### config.mk
export PLATFORM = sky130hd
export DESIGN_NAME = pixel_readout_serializer
export DESIGN_NICKNAME = d
export VERILOG_FILES = /design/src/rtl/pixel_pkg.sv /design/src/rtl/pix_pair_fifo.sv /design/src/rtl/pixel_readout_serializer.sv
export SDC_FILE = /design/constraint.sdc
export NUM_CORES = 1
export LEC_CHECK = 0
export CORE_UTILIZATION = 55
export DETAILED_ROUTE_END_ITERATION = 7
export GPL_ROUTABILITY_DRIVEN = 0
export PLACE_DENSITY = 0.77
export SYNTH_ARGS = -nofsm -noshare
export SYNTH_HDL_FRONTEND = slang
export SYNTH_HIERARCHICAL = 1
export SYNTH_SLANG_ARGS = --single-unit
export TNS_END_PERCENT = 30
### constraint.sdc
create_clock -name clk -period 3.6 [get_ports clk]
set_clock_uncertainty 0.05 [all_clocks]
set_input_delay 0.54 -clock clk [delete_from_list [all_inputs] [get_ports clk]]
set_output_delay 0.54 -clock clk [all_outputs]
set_load 0.02 [all_outputs]
### src/rtl/pixel_pkg.sv
// Shared types for the pixel readout serializer: pixel/pair formats and serializer states.
package pixel_pkg;

    typedef logic [7:0] pixel_t;

    typedef struct packed {
        pixel_t pix1;
        pixel_t pix2;
        logic   sof;
        logic   eof;
    } pix_pair_t;

    typedef enum logic [1:0] {
        StIdle,
        StSendP1,
        StSendP2
    } ser_state_t;

    localparam int unsigned DEFAULT_PAIRS_PER_FRAME = 2;

endpackage

### src/rtl/pix_pair_fifo.sv
// Synchronous FIFO of tagged pixel pairs; pointers carry an extra wrap bit for full/empty.
module pix_pair_fifo
    import pixel_pkg::*;
#(
    parameter int unsigned DEPTH = 4
) (
    input  logic                     clk,
    input  logic                     reset,
    input  logic                     push,
    input  logic                     pop,
    input  pix_pair_t                wdata,
    output pix_pair_t                rdata,
    output logic                     full,
    output logic                     empty,
    output logic [$clog2(DEPTH):0]   level
);

    localparam int unsigned AW = $clog2(DEPTH);

    logic [AW:0] wptr_q, rptr_q;
    pix_pair_t   mem_q [DEPTH];
    logic        do_push, do_pop;

    assign empty   = (wptr_q == rptr_q);
    assign full    = (wptr_q[AW] != rptr_q[AW]) && (wptr_q[AW-1:0] == rptr_q[AW-1:0]);
    assign level   = wptr_q - rptr_q;
    assign rdata   = mem_q[rptr_q[AW-1:0]];
    assign do_pop  = pop && !empty;
    // A push into a full FIFO is only legal when the head leaves in the same cycle.
    assign do_push = push && (!full || do_pop);

    always_ff @(posedge clk or posedge reset) begin
        if (reset) begin
            wptr_q <= '0;
            rptr_q <= '0;
        end else begin
            if (do_push) wptr_q <= wptr_q + 1'b1;
            if (do_pop)  rptr_q <= rptr_q + 1'b1;
        end
    end

    always_ff @(posedge clk) begin
        if (do_push) mem_q[wptr_q[AW-1:0]] <= wdata;
    end

endmodule

### src/rtl/pixel_readout_serializer.sv
// Tags captured pixel pairs with frame markers, buffers them and streams them out byte-wise.
module pixel_readout_serializer
    import pixel_pkg::*;
#(
    parameter int unsigned DEPTH           = 4,
    parameter int unsigned PAIRS_PER_FRAME = DEFAULT_PAIRS_PER_FRAME
) (
    input  logic                   clk,
    input  logic                   reset,
    input  logic                   in_valid,
    input  logic                   in_first,
    input  logic [7:0]             in_pix1,
    input  logic [7:0]             in_pix2,
    input  logic                   clr_overflow,
    input  logic                   out_ready,
    output logic                   out_valid,
    output logic [7:0]             out_data,
    output logic                   out_sof,
    output logic                   out_eof,
    output logic [$clog2(DEPTH):0] level,
    output logic                   overflow,
    output logic                   frame_err
);

    localparam int unsigned PcW = $clog2(PAIRS_PER_FRAME + 1);
    localparam logic [PcW-1:0] PcLast = PcW'(PAIRS_PER_FRAME);

    logic [PcW-1:0] pc_q, pc_d;
    logic           tag_sof, tag_err;
    pix_pair_t      wdata, head;
    logic           full, empty, push, pop, drop;
    ser_state_t     state_q;
    pixel_t         pix2_q;
    logic           eof_q;

    // Frame tagger: a pair arriving outside a frame opens a new one and flags the error.
    always_comb begin
        pc_d    = pc_q;
        tag_sof = 1'b0;
        tag_err = 1'b0;
        if (in_valid) begin
            if (in_first) begin
                tag_sof = 1'b1;
                tag_err = (pc_q != '0) && (pc_q != PcLast);
                pc_d    = PcW'(1);
            end else if (pc_q == '0 || pc_q == PcLast) begin
                tag_sof = 1'b1;
                tag_err = 1'b1;
                pc_d    = PcW'(1);
            end else begin
                pc_d = pc_q + 1'b1;
            end
        end
    end

    assign wdata = '{pix1: in_pix1, pix2: in_pix2, sof: tag_sof, eof: (pc_d == PcLast)};
    assign pop   = !empty && ((state_q == StIdle) || (state_q == StSendP2 && out_ready));
    assign push  = in_valid && (!full || pop);
    assign drop  = in_valid && full && !pop;

    pix_pair_fifo #(
        .DEPTH (DEPTH)
    ) u_fifo (
        .clk   (clk),
        .reset (reset),
        .push  (push),
        .pop   (pop),
        .wdata (wdata),
        .rdata (head),
        .full  (full),
        .empty (empty),
        .level (level)
    );

    always_ff @(posedge clk or posedge reset) begin
        if (reset) begin
            pc_q      <= '0;
            overflow  <= 1'b0;
            frame_err <= 1'b0;
        end else begin
            pc_q <= pc_d;
            if (drop)              overflow <= 1'b1;
            else if (clr_overflow) overflow <= 1'b0;
            if (tag_err)           frame_err <= 1'b1;
            else if (clr_overflow) frame_err <= 1'b0;
        end
    end

    always_ff @(posedge clk or posedge reset) begin
        if (reset) begin
            state_q   <= StIdle;
            out_valid <= 1'b0;
            out_data  <= '0;
            out_sof   <= 1'b0;
            out_eof   <= 1'b0;
            pix2_q    <= '0;
            eof_q     <= 1'b0;
        end else begin
            unique case (state_q)
                StIdle: begin
                    if (!empty) begin
                        state_q   <= StSendP1;
                        out_valid <= 1'b1;
                        out_data  <= head.pix1;
                        out_sof   <= head.sof;
                        out_eof   <= 1'b0;
                        pix2_q    <= head.pix2;
                        eof_q     <= head.eof;
                    end
                end
                StSendP1: begin
                    if (out_ready) begin
                        state_q  <= StSendP2;
                        out_data <= pix2_q;
                        out_sof  <= 1'b0;
                        out_eof  <= eof_q;
                    end
                end
                StSendP2: begin
                    if (out_ready) begin
                        if (!empty) begin
                            state_q   <= StSendP1;
                            out_valid <= 1'b1;
                            out_data  <= head.pix1;
                            out_sof   <= head.sof;
                            out_eof   <= 1'b0;
                            pix2_q    <= head.pix2;
                            eof_q     <= head.eof;
                        end else begin
                            state_q   <= StIdle;
                            out_valid <= 1'b0;
                            out_sof   <= 1'b0;
                            out_eof   <= 1'b0;
                        end
                    end
                end
                default: state_q <= StIdle;
            endcase
        end
    end

endmodule

# Word-level counts from Yosys, hierarchy flattened
# Memories as Yosys holds them, arrays and structs flattened.
# Cells that the tools add are included.
[word_totals] inputBits=22 ram_bits=72 output_inout_bits=16 regBits=32 elab_cells=96 n_memories=1
[op_classes] n_eq_ne=11 muxes=40 addsub=4 n_reduce_logical=28
[mem_list] memory="u_fifo.mem_q" depth=4 width=18 rd=1 rd_clocked_by_memory_dff=0 wr=1 line_no="pix_pair_fifo.sv:21" source="pix_pair_t mem_q [DEPTH];"
[op_table] cell="two-way mux 8 bit" count=5
[op_table] cell="case mux 8 bit (3 select lines)" count=1
[op_table] cell="two-way mux 1 bit" count=22
[op_table] cell="case mux 8 bit (2 select lines)" count=1
[op_table] cell="two-way mux 2 bit" count=6
[op_table] cell="logical AND 1 bit" count=9
[op_table] cell="AND reduction 3 bit" count=3
[op_table] cell="!= test 2 bit (second input constant)" count=4
[op_table] cell="nonzero test 2 bit" count=4
[op_table] cell="adder 3 x 1 -> 3 bit (second input constant)" count=2
[op_table] cell="equality test 2 bit (second input constant)" count=3
[op_table] cell="case mux 1 bit (3 select lines)" count=2
[op_table] cell="case mux 2 bit (3 select lines)" count=1
[op_table] cell="logical NOT 2 bit" count=2
[op_table] cell="logical OR 1 bit" count=4
[op_table] cell="case mux 1 bit (2 select lines)" count=2
[op_table] cell="AND reduction 4 bit" count=1
[op_table] cell="equality test 3 bit" count=1
[op_table] cell="logical NOT 1 bit" count=3
[op_table] cell="nonzero test 3 bit" count=1
[op_table] cell="subtractor 3 bit" count=1
[op_table] cell="adder 2 x 1 -> 2 bit (second input constant)" count=1
[op_table] cell="equality test 2 x 1 -> 1 bit (second input constant)" count=1
[op_table] cell="equality test 2 bit" count=1
[op_table] cell="other kinds (2)" count=2

# Depth between registers and ports, before layout
# Gate-level depths: netlist of run 1.
[logic_depth] ltp_word=9 ltp_mapped=11 mapped_depth_nobuf=9

# Cells and area by module
# The synthesis of run 1 kept the hierarchy.
[by_module_without_submodules] module="pix_pair_fifo" area_each_um2=3052.9 cells_each=140 n_inst=1 seq_area_each_um2=2312.2
[by_module_without_submodules] module="pixel_readout_serializer" area_each_um2=1288.7 cells_each=111 n_inst=1 seq_area_each_um2=650.6

# Worst setup path before layout of run 1
# Ideal clock, no wire load.
[synth_path] path_kind="reg2reg" from="register u_fifo.rptr_q[1]" to="memory u_fifo/mem_q[3][0] (netlist bit) (enable)" synth_period_minus_slack_ns=2.663 setup_slack_ns=0.937 required_ns=3.211 n_path_buf=2 path_stages_with_launch=11 arrival_time_ns=2.273 setup_ns=0.339 cell_sequence="dfrtp_1 clkbuf_1 inv_1 ha_1 nand2_1 nor2_1 buf_2 o21ai_0 and2_1 o21a_2 and2_2"
[synth_via] elab_chain_cells=8 word_cells_on_any_way=13 classes_between="eq/ne: 2; mux: 2; reduce/logical: 9"
[synth_rtl] element="start: declaration" line_no="pix_pair_fifo.sv:20" source="logic [AW:0] wptr_q, rptr_q;"
[synth_rtl] element="start signal: assignment" line_no="pix_pair_fifo.sv:38" source="if (do_pop) rptr_q <= rptr_q + 1'b1;"
[synth_rtl] element="equality test 3 bit" line_no="pix_pair_fifo.sv:24" source="assign empty = (wptr_q == rptr_q);"
[synth_rtl] element="via empty" line_no="pixel_readout_serializer.sv:31" source="logic full, empty, push, pop, drop;"
[synth_rtl] element="logical NOT 1 bit" line_no="pixel_readout_serializer.sv:57" source="assign pop = !empty && ((state_q == StIdle) || (state_q == StSendP2 && out_ready));"
[synth_rtl] element="logical AND 1 bit" line_no="pixel_readout_serializer.sv:57"
[synth_rtl] element="logical OR 1 bit" line_no="pixel_readout_serializer.sv:58" source="assign push = in_valid && (!full || pop);"
[synth_rtl] element="logical AND 1 bit" line_no="pixel_readout_serializer.sv:58"
[synth_rtl] element="via push" line_no="pixel_readout_serializer.sv:31"
[synth_rtl] element="logical AND 1 bit" line_no="pix_pair_fifo.sv:30" source="assign do_push = push && (!full || do_pop);"
[synth_rtl] element="two-way mux 1 bit" line_no="pix_pair_fifo.sv:43" source="if (do_push) mem_q[wptr_q[AW-1:0]] <= wdata;"
[synth_rtl] element="two-way mux 1 bit (not written as such)" line_no="pix_pair_fifo.sv:43"
[synth_rtl] element="end: declaration" line_no="pix_pair_fifo.sv:21"
# The timed path passes the listed nets, and every way through them passes these cells.

# Worst setup path after layout of run 1
[layout_path] from="register u_fifo.wptr_q[0]" to="memory u_fifo/mem_q[0][15] (netlist bit) (enable)"
[layout_via] elab_chain_cells=8 word_cells_on_any_way=13 classes_between="eq/ne: 2; mux: 2; reduce/logical: 9"
[layout_rtl] element="start: declaration" line_no="pix_pair_fifo.sv:20"
[layout_rtl] element="start signal: assignment" line_no="pix_pair_fifo.sv:37" source="if (do_push) wptr_q <= wptr_q + 1'b1;"
[layout_rtl] element="equality test 3 bit (*)" line_no="pix_pair_fifo.sv:24"
[layout_rtl] element="via empty" line_no="pixel_readout_serializer.sv:31"
[layout_rtl] element="logical NOT 1 bit (*)" line_no="pixel_readout_serializer.sv:57"
[layout_rtl] element="logical AND 1 bit (*)" line_no="pixel_readout_serializer.sv:57"
[layout_rtl] element="via pop" line_no="pixel_readout_serializer.sv:31"
[layout_rtl] element="logical OR 1 bit / logical AND 1 bit (equally long branches)" line_no="pixel_readout_serializer.sv:58, pix_pair_fifo.sv:28"
[layout_rtl] element="logical AND 1 bit / logical OR 1 bit (equally long branches)" line_no="pixel_readout_serializer.sv:58, pix_pair_fifo.sv:30"
[layout_rtl] element="logical AND 1 bit (*)" line_no="pix_pair_fifo.sv:30"
[layout_rtl] element="two-way mux 1 bit (*)" line_no="pix_pair_fifo.sv:43"
[layout_rtl] element="two-way mux 1 bit (not written as such) (*)" line_no="pix_pair_fifo.sv:43"
# Mark *: on every way through the listed nets, which the timed path passes. The rest lies on a longest branch.

==> results.yml, run 1 <==
synthesis:
  synth_seq_cells: 104
  ys_async_sr_fraction: 0.3077
  synth_top_area_cell: "edfxtp_1"
  synth_top_cells_by_count: "edfxtp_1 (72), dfrtp_1 (32), mux4_2 (18), inv_1 (15), mux2_2 (14)"
  synth_ff_type: "edfxtp_1"
  synth.avg_cell_area_um2: 17.30
  synth_edf_count: 72
  synth_area_um2: 4342
  yosysSeqAreaShare: 0.6824
  synth_most_common_cell: "edfxtp_1"
  yosysUniqueCellTypes: 35
  synthCells: 251
  ys.warnings.count: 6
  synth.area.top_cells: "edfxtp_1 (50%), dfrtp_1 (18%), mux4_2 (9.3%), ha_1 (3.7%), mux2_2 (3.6%)"
  synthesis.nets: 287
  synth_top_cell_area_share: 0.4980
power:
  peakVddDrop_mv: 0.3414
  cellLeakagePower_nw: 1.839
  power_density_nw_per_um2: 907.6
route:
  drt_iter0_markers: 100
  via_per_inst: 5.455
  wl_met1_mm: 3.155
  top_layer: "met4"
  ant_nets: 0
  remaining_drc_errors: 0
  wl_per_cell_um: 17.13
  routed_wl_mm: 6.819
  wl_met2_mm: 3.322
  vias: 2171
  drt_pre_antenna_iters: 4
  met3_length_um: 219
worst_setup_path:
  path_buf_inv: 1
  crit_top_cell: "nor2_1"
  cp_slowest_cell: "nor2_1"
  worstPathRequired_ns: 3.62
  cp-start-kind: "flip-flop"
  path_class: "reg -> reg"
  worstPathCellList: "inv_1 > ha_1 > nand2_1 > nor2_1 > nor2_1 > nand3b_1 > o21a_2 > and2_2"
  rrSetupSlack_ns: 0.72
  cpPeakStageDelay_ns: 0.55
  r2r_start: "u_fifo/wptr_q[0]$_DFFE_PP0P_"
  crit_family: "simple AND/OR/NAND/NOR gates"
  crit_path_end_kind: "flip-flop"
  path_depth: 8
  worstPathArrival_ns: 2.90
  cp_max_fo: 18
  ff2ff_path_depth: 8
  startpoint: "u_fifo/wptr_q[0]$_DFFE_PP0P_"
die:
  num_rows: 32
  ioPinCount: 38
  fp.dieH_um: 90.85
  die_x_um: 90.85
  coreArea_um2: 7687
  initial_core_util: 0.5648
  die_area_um2: 8253
timing:
  final.period_utilization: 0.8000
  drv_slew: 0
  setup_tns_ns: 0
  setup_viol: 0
  max_freq_mhz: 347.2
  fin_crit_ns: 2.880
  slew_headroom: 0.3546
  whs_ns: 0.3724
  hold_viol: 0
  tightest_slew_ns: 0.9671
  grt_setup_unrepaired: "false"
global_route:
  track_usage: 0.1857
  grt_pass1_wl_mm: 11.29
  grt_pass1_vias: 2253
  grt_max_degree: 27
  antenna_found_initial: 0
  grt.overflow.total: 0
clocking:
  clock_path_buffers: 2
  hold_buffers: 0
  insertion_delay_ns: 0.36
  cts_tree: "done"
  cts_max_level: 3
  clkTransAtPathRegs_ns: 0.09
  clkSinkCount: 104
  root_buffer: "clkbuf_8"
  cts_buffers: 9
  postCtsSetupBuffers: 0
  cts_resized: 0
cells_and_area:
  seq_area_um2: 2963
  drive_gt1_frac: 0.2061
  n_fill_cell: 533
  n_antenna_cell: 0
  nets: 327
  area_growth_pct: 15.56
  utilization: 0.6527
  multi_input_area_um2: 1262
hold_path:
  min_path_type: "in -> async"
run:
  drv_cap: 0
placement:
  portBuffers: 37
  dpl.hpwl_mm: 4.732
run_status:
  status: "finished clean"
## per-layer routing
layer | GRT usage | vias up
met5 | 0 | -
met4 | 0.08333 | 0
met3 | 0.03367 | 11
met2 | 0.2986 | 43
met1 | 0.2497 | 1091
li1 | - | 1026
## layout make-up
type | instances | share of cell area
Inverter | 16 | 0.01197
Sequential cell | 104 | 0.5905
Clock buffer | 9 | 0.02469
Clock inverter | 7 | 0.01895
Timing Repair Buffer | 39 | 0.07681
Tap cell | 102 | 0.02544
Multi-Input combinational cell | 121 | 0.2516
## layout by cell type (no fill, tap or decap), types with 4 or more instances in the layout
cell type,n
edfxtp_1,72
clkdlybuf4s50_1,37
dfrtp_1,32
mux4_2,18
inv_1,15
mux2_2,14
ha_1,13
a21oi_1,12
mux2i_1,10
nand2_1,9
a31oi_1,9
clkbuf_8,9
nor2_1,5
o21ai_0,5
xnor2_1,4
and2_2,4
## power breakdown
part | internal [W] | switching [W] | total, W
combinational | 0.000940 | 0.00100 | 0.00194
clock | 0.000342 | 0.000417 | 0.000759
sequential | 0.00169 | 0.000162 | 0.00185
total | 0.00297 | 0.00158 | 0.00455
## path summary, 6_finish.rpt
path                                            endpoint
max                        u_fifo/mem_q[0][15]$_DFFE_PP_
min                         u_fifo/wptr_q[2]$_DFFE_PP0P_
max reg2reg                u_fifo/mem_q[0][15]$_DFFE_PP_
min reg2reg                            pc_q[1]$_DFF_PP0_
max in group asynchronous          pix2_q[6]$_DFFE_PP0P_
min in group clk                       pc_q[1]$_DFF_PP0_
## state kept, by name (all words and copies together) (netlist names)
signal / count
out_data: 8
state_q: 2
eof_q: 1
u_fifo/wptr_q: 3
overflow: 1
frame_err: 1
pix2_q: 8
out_sof: 1
pc_q: 2
u_fifo/rptr_q: 3
u_fifo/mem_q: 72
out_valid: 1
out_eof: 1
## logic make-up after synthesis
kind of cell	Yosys count	share of synthesized area
AOI/OAI and AO/OA	34	0.05101
xor gates and xnor gates	5	0.01009
adders and majority gates	14	0.04208
buffers and inverters	26	0.02680
DFF	104	0.6824
muxes	44	0.1594
and+or+nand+nor	24	0.02824
## metrics by stage
stage / instances / area (um2) / setup slack, ns / power [W]
3_5_place_dp: 382 / 4798 / 0.7293 / 0.003834
5_1_grt: 398 / 5017 / 0.4824 / 0.004835
4_1_cts: 398 / 5017 / 0.7245 / 0.004598
2_1_floorplan: 251 / 4342 / 0.9373 / 0.003278
6_report: 398 / 5017 / 0.7200 / 0.004554
3_3_place_gp: 382 / 4798 / 0.8733 / 0.003779
Power figures use the tool's default switching activity.
==> run 2, diff against run 1 <==
- CORE_UTILIZATION: 55 -> 51
- PLACE_DENSITY: 0.77 -> 0.75
- clock period: 3.6 -> 2.4 ns (I/O delays scaled with it)
==> results.yml, run 2 (synthesis gave the netlist of run 1 again) <==
run_status:
  status: "finished clean"
global_route:
  met3_usage: 0.02670
  grt_pass1_wl_mm: 11.11
  grt_use_met1: 0.2403
  busiest_layer: "met2"
  grt_pass1_vias: 2245
  gr-usage-met2: 0.2693
  track_usage: 0.1716
  antenna_found_initial: 0
  grt_max_degree: 27
  grt.overflow.total: 0
clocking:
  cts_buffers: 9
  insertion_delay_ns: 0.36
  postCtsSetupBuffers: 0
  clkTransAtPathRegs_ns: 0.09
  clock_path_buffers: 2
  root_buffer: "clkbuf_8"
  cts_tree: "done"
  clkSinkCount: 104
  cts_max_level: 3
worst_setup_path:
  r2r_start: "u_fifo/wptr_q[0]$_DFFE_PP0P_"
  ff2ff_path_depth: 8
  r2r-end: "u_fifo/mem_q[0][5]$_DFFE_PP_"
  worstPathCellList: "inv_1 > ha_1 > fa_1 > xnor2_1 > dlygate4sd2_1"
  cp_max_fo: 3
  worstPathRequired_ns: 1.99
  path_buf_inv: 2
  path_class: "reg -> out"
  crit_path_end_kind: "output port"
  cpPeakStageDelay_ns: 0.40
  worstPathArrival_ns: 1.91
  cp-start-kind: "flip-flop"
  cp_slowest_cell: "dfrtp_1"
  path_depth: 5
  rrSetupSlack_ns: 0.14
  crit_family: "adder cells"
power:
  power_frac_clock: 0.146
  combPwrFrac: 0.452
  p_int_w: 0.004440
  cellLeakagePower_nw: 1.882
  seq_power_share: 0.403
  switching_power_w: 0.002402
  power_density_nw_per_um2: 1344
  finalPower_w: 0.006842
  peakVddDrop_mv: 0.4160
  swShare: 0.3511
route:
  via_per_inst: 5.464
  routed_wl_mm: 7.126
  ant_nets: 0
  drt_pre_antenna_iters: 6
  drt_iter0_markers: 107
  vias: 2262
  wl_per_cell_um: 17.21
  remaining_drc_errors: 0
die:
  num_rows: 33
  ioPinCount: 38
  die_area_um2: 8886
  initial_core_util: 0.5284
  fp.dieH_um: 94.27
  coreArea_um2: 8217
  die_x_um: 94.27
timing:
  setup_viol: 0
  final.period_utilization: 0.9649
  max_freq_mhz: 431.8
  hold_viol: 0
  fin_crit_ns: 2.316
  drv_slew: 0
  slew_headroom: 0.5713
  setup_tns_ns: 0
  grt_setup_unrepaired: "false"
  tightest_slew_ns: 0.6426
cells_and_area:
  most-common-layout-cells: "edfxtp_1 (72), clkdlybuf4s50_1 (35), dfrtp_1 (31), mux4_2 (18), inv_1 (15)"
  n_antenna_cell: 0
  drive_gt1_frac: 0.2395
  nets: 340
  largest_register_ffs: 72
  fin_area_um2: 5092
  area_growth_pct: 17.29
  final_common_cell: "edfxtp_1"
placement:
  portBuffers: 37
  dpl.hpwl_mm: 4.544
  placed_area_um2: 4875
run:
  drv_cap: 0
hold_path:
  min_path_type: "in -> async"
==> run 2: power by group through the flow <==
stage | sequential, W | combinational [W] | clock [W]
floorplan | 0.00288 | 0.00207 | 0
global placement | 0.00278 | 0.00303 | 0
detailed placement | 0.00280 | 0.00306 | 0
CTS | 0.00276 | 0.00303 | 0.00102
global route | 0.00282 | 0.00341 | 0.00108
finish | 0.00276 | 0.00309 | 0.000996
==> run 2: repair_timing <==
| action | 4_1_cts | 5_1_grt |
|---|---|---|
| pin swaps | 0 | 4 |
| resized for setup | 2 | 6 |
| cloned | 0 | 4 |
| setup endpoints to repair | 2 | 72 |
| endpoints found under the hold margin | 0 | 0 |
| hold buffers | 0 | 0 |
==> run 2: per-stage QoR <==
stage                     cells  utilization  hold slack (ns)  setup slack (ns)
after CTS                   410       0.6146           0.1996           0.04911
after detailed placement    394       0.5933           0.4186           0.05887
after global routing        414       0.6198           0.2321          0.001737
after global placement      394       0.5933           0.4047            0.1438
final                       414       0.6198           0.1986           0.08435
after floorplan             251            -           0.1010           0.01141
==> run 2: worst max path at each step <==
stage	start	end
2_1_floorplan	u_fifo/rptr_q[1]$_DFFE_PP0P_	u_fifo/mem_q[0][0]$_DFFE_PP_
3_3_place_gp	u_fifo/rptr_q[1]$_DFFE_PP0P_	u_fifo/mem_q[3][11]$_DFFE_PP_
3_5_place_dp	u_fifo/wptr_q[0]$_DFFE_PP0P_	u_fifo/mem_q[3][11]$_DFFE_PP_
4_1_cts	u_fifo/wptr_q[0]$_DFFE_PP0P_	u_fifo/mem_q[3][15]$_DFFE_PP_
5_1_grt	u_fifo/wptr_q[0]$_DFFE_PP0P_	u_fifo/mem_q[3][6]$_DFFE_PP_
6_report	u_fifo/wptr_q[0]$_DFFE_PP0P_	level[2]
==> run 2: metal layers <==
layer  up-vias  share of wire  wire (um)
met5         -              0          0
met4         0          0.014         98
met3         9          0.027        195
met2        39           0.48       3429
met1      1154           0.48       3403
li1       1060              -          -
==> run 2: final cells by class <==
cell class              count  area (um2)
flip-flops and latches    104        2964
well taps                 105       131.4
repair buffers             48       450.4
multi-input cells         125        1309
fillers                   596        3124
clock inverters             6       50.05
clock buffers              10       127.6
inverters                  16       60.06
